File: config.mk
export PLATFORM = sky130hd
export DESIGN_NAME = serial_subtractor
export DESIGN_NICKNAME = d
export VERILOG_FILES = /design/src/rtl/serial_subtractor.sv
export SDC_FILE = /design/constraint.sdc
export NUM_CORES = 1
export LEC_CHECK = 0
export BUFFER_PORTS_ARGS = -buffer_cell sky130_fd_sc_hd__buf_4
export CAP_MARGIN = 20
export CORE_MARGIN = 4
export CORE_UTILIZATION = 46
export DETAILED_ROUTE_END_ITERATION = 8
export GPL_TIMING_DRIVEN = 0
export PLACE_DENSITY_LB_ADDON = 0.15
export SLEW_MARGIN = 20
export SYNTH_ARGS = -nofsm -noshare
export SYNTH_HDL_FRONTEND = slang
export SYNTH_SLANG_ARGS = --single-unit
File: constraint.sdc
create_clock -name clk -period 1.75 [get_ports clk]
set_input_delay 0.35 -clock clk [delete_from_list [all_inputs] [get_ports clk]]
set_output_delay 0.35 -clock clk [all_outputs]
set_load 0.01 [all_outputs]
File: src/rtl/serial_subtractor.sv
// Bit-serial two's-complement subtractor, LSB first, one bit per bit_en strobe.
// Word framing clears the borrow at each LSB and reports sign/overflow after the MSB.
module serial_subtractor #(
    parameter int SHORT_BITS = 17,
    parameter int LONG_BITS  = 35
) (
    input  logic clk,
    input  logic rst_n,
    input  logic bit_en,
    input  logic word_start,
    input  logic long_mode,
    input  logic a,
    input  logic b,
    output logic diff,
    output logic diff_valid,
    output logic result_neg,
    output logic result_ovf,
    output logic flags_valid,
    output logic abort
);
    localparam int CW = $clog2(LONG_BITS);
    localparam logic [CW-1:0] SHORT_LAST = CW'(SHORT_BITS - 1);
    localparam logic [CW-1:0] LONG_LAST  = CW'(LONG_BITS - 1);

    typedef enum logic {IDLE, RUN} state_t;

    state_t        state, state_nxt;
    logic [CW-1:0] cnt, cnt_nxt;
    logic          borrow;
    logic          len_sel, len_sel_nxt;
    logic          accept, msb, restart;
    logic          bin, d, bout, ovf;
    logic [CW-1:0] last_idx;

    // Borrow-in is forced to zero on any framed LSB so words never interact.
    assign bin      = word_start ? 1'b0 : borrow;
    assign d        = a ^ b ^ bin;
    assign bout     = (~a & b) | (~(a ^ b) & bin);
    assign ovf      = (a ^ b) & (d ^ a);
    assign last_idx = len_sel ? LONG_LAST : SHORT_LAST;

    always_comb begin
        state_nxt   = state;
        cnt_nxt     = cnt;
        len_sel_nxt = len_sel;
        accept      = 1'b0;
        msb         = 1'b0;
        restart     = 1'b0;
        case (state)
            IDLE: begin
                if (bit_en && word_start) begin
                    accept      = 1'b1;
                    cnt_nxt     = CW'(1);
                    len_sel_nxt = long_mode;
                    state_nxt   = RUN;
                end
            end
            RUN: begin
                if (bit_en) begin
                    accept = 1'b1;
                    if (word_start) begin
                        restart     = 1'b1;
                        cnt_nxt     = CW'(1);
                        len_sel_nxt = long_mode;
                    end else if (cnt == last_idx) begin
                        msb       = 1'b1;
                        cnt_nxt   = '0;
                        state_nxt = IDLE;
                    end else begin
                        cnt_nxt = cnt + 1'b1;
                    end
                end
            end
            default: state_nxt = IDLE;
        endcase
    end

    always_ff @(posedge clk or negedge rst_n) begin
        if (!rst_n) begin
            state   <= IDLE;
            cnt     <= '0;
            borrow  <= 1'b0;
            len_sel <= 1'b0;
        end else begin
            state   <= state_nxt;
            cnt     <= cnt_nxt;
            len_sel <= len_sel_nxt;
            if (accept)
                borrow <= bout;
        end
    end

    // Output registers: everything appears one clock after the enabled bit.
    always_ff @(posedge clk or negedge rst_n) begin
        if (!rst_n) begin
            diff        <= 1'b0;
            diff_valid  <= 1'b0;
            result_neg  <= 1'b0;
            result_ovf  <= 1'b0;
            flags_valid <= 1'b0;
            abort       <= 1'b0;
        end else begin
            diff_valid  <= accept;
            flags_valid <= msb;
            abort       <= restart;
            if (accept)
                diff <= d;
            if (msb) begin
                result_neg <= d;
                result_ovf <= ovf;
            end
        end
    end
endmodule

==> qor.txt <==
Rows = 15
most common cell after layout, fill and taps aside = dfrtp_1
Antenna Cells = 0
area share of the largest cell type after synthesis = 45.3%
worst-case reg-to-reg path depth = 5
CTS tree = done
Crit Reg-Reg Startpoint = state
commonest cells after routing, fill and taps aside = dfrtp_1, buf_4, inv_1
TritonCTS Buffers = 3
worst slew pin tran = 0.344 ns
Syn Nets = 87
Total Routing Usage GR = 13.4%
min cycle time layout = 1.51 ns
maximum VDD drop = 415 uV
Hold Fails Final Rpt = 0
Port Buffers = 11
Hold Startpoint = long_mode
Yosys Warn Count = 0
number of global-route vias before repair = 616
#FFs+latches synth = 15
Die Ht = 50.4 um
xor/xnor share of the synthesized area = 1.06%
post-CTS setup buffers = 0
mux contribution to synthesized area = 5.44%
P_leak = 0.462 nW
RSZ-0062 raised after global routing = false
run status = finished, final reports clean
setup tns final = 0 ns
max cap viols = 0
H-tree depth = 1
GR Overflow Total = 0
RR Endpoint = result_neg
fin crit share = 86.3%
Clock Tree Buf Depth = 2
GPL Wtd Cong = 0.699
critical path launch point = state
DP HPWL = 1150 um
CP endpoint = result_neg
Crit Path Class = reg -> reg
core area = 1710 um2
endpoint kind of the worst setup timing path = register
upper clock frequency limit = 662 MHz
post-route cell area = 980 um2
DR WL/cell = 13.0 um
Synth Area in Simple Gates = 18.6%
# setup viols final = 0
startpoint types = register
CTS clk-pin slew, worst paths = 0.09 ns
# clock sinks = 15
max-slew violations = 0
Initial DRT Pass Iterations = 4
initial antenna violation count = 0
Design Power = 0.949 mW
Layout area overhead = 18.3%
Worst-Skew Late Latency = 0.28 ns
Filler cells = 149
ratio of cells with drive above 1 in the final layout = 31.2%
IO Count = 13
Final ANT Viol Nets = 0
pwr/cell area = 968 nW/um2
Initial Util = 48.5%
slowest CP cell = dfrtp_1
Syn Inst Count = 77
crit path DAT = 1.69 ns
root buffer cell = clkbuf_4
Post-Syn Area = 828 um2
Cell Chain, Critical Path = buf_4 > and3b_2 > buf_2 > o211ai_1 > mux2_2
Fin Clk Skew = 0.00145 ns
Synth Area in Compound Gates = 17.2%
first-pass GRT wire length = 2550 um
Worst Path Required = 1.92 ns
Vias = 641
PostCTS Resize Cnt = 0
Layout Nets = 104
CP max FO = 10
worst hold path type = in -> reg
DRT iter0 DRCs = 18
average size of a mapped cell = 10.8 um2
utilization after layout = 57.4%
largest cells by area after synthesis = dfrtp_1, mux2_2, inv_1, ha_1, o21ai_0
via/cell ratio = 5.43
Worst path max stage delay = 0.37 ns
Reg2Reg Setup Slack = 0.24 ns
most area-hungry cell type in the Yosys netlist = dfrtp_1
final WL = 1540 um
placed cell areas = 942 um2
Slew headroom = 76.9%
die width = 50.4 um
largest net degree at the start of global routing = 16
drt drc = 0
Total Die Area = 2540 um2
main combinational cell family by area after synthesis = simple AND/OR/NAND/NOR gates
Post-Synth Adder-Cell Area = 5.44%
Netlist cell types = 36
register area share after synthesis = 45.3%
==> power by group <==
group          internal (mW)  total (mW)  switching, mW
combinational          0.141       0.263          0.122
clock                 0.0848       0.198          0.113
sequential             0.417       0.487         0.0699
==> how the worst min path moves through the flow <==
stage,cells after the start,endpoint,slack [ns]
6_report,2,len_sel,0.30
2_1_floorplan,0,abort,0.05
5_1_grt,2,len_sel,0.29
4_1_cts,2,len_sel,0.29
3_5_place_dp,1,abort,0.22
3_3_place_gp,1,flags_valid,0.21
==> cells by family after synthesis <==
family	count (synthesis)
mux	4
buf+inv	11
fa+ha+maj	3
flops	15
compound gates	19
xor+xnor	1
simple gates	24
==> cells in the mapped netlist, drive strengths merged <==
cell type,n
or4,1
o21a,1
nor4bb,1
o31ai,1
and3,1
nor3,2
a21oi,2
o211ai,1
xnor2,1
fa,1
inv,7
nor3b,1
and4b,1
and3b,1
nand2,5
and2,2
a41oi,1
dfrtp,15
nand3b,1
o21ai,6
nand3,2
and2b,1
o41ai,1
mux2,4
or2,1
a211oi,3
a31oi,2
nor4b,1
ha,2
o2111a,1
nor2,3
buf,4
==> layout make-up <==
type	instances	area (um2)	area share, %
inverter	7	26.3	2.68
sequential	15	375	38.3
tap	25	31.3	3.19
clock inverter	1	5.00	0.511
timing repair buffer	12	92.6	9.45
multi-input combinational	51	395	40.4
buffer	4	31.3	3.19
clock buffer	3	22.5	2.30
==> critical path: cells and delay by family, from the launching register on <==
kind / cells / cell delay, ns
DFF: 1 / 0.37
muxes: 1 / 0.37
buffers and inverters: 2 / 0.32
and+or+nand+nor: 1 / 0.19
AOI/OAI and AO/OA: 1 / 0.14
==> registers in the layout, indices dropped and copies added (netlist names) <==
name,cells
cnt,6
borrow,1
diff_valid,1
flags_valid,1
len_sel,1
diff,1
result_ovf,1
state,1
abort,1
result_neg,1
==> metrics by stage <==
step	instances	setup slack [ns]	hold slack (ns)
floorplan	77	0.0597	0.0544
global placement	113	-0.0321	0.213
detailed placement	113	-0.0513	0.217
CTS	118	0.235	0.291
global route	118	0.209	0.287
finish	118	0.239	0.298
==> per-layer routing <==
metal	vias to the layer above	wire length, um	GRT usage, %
met2	28	726	20.7
li1	308	-	-
met1	301	666	16.6
met5	-	0	0
met3	4	118	4.45
met4	0	27	7.17
==> what timing repair did <==
item,CTS,global route
hold buffers,1,0
endpoints found under the hold margin,15,0
setup endpoints to repair,0,0
No activity file was read; power rests on OpenSTA's default activity.
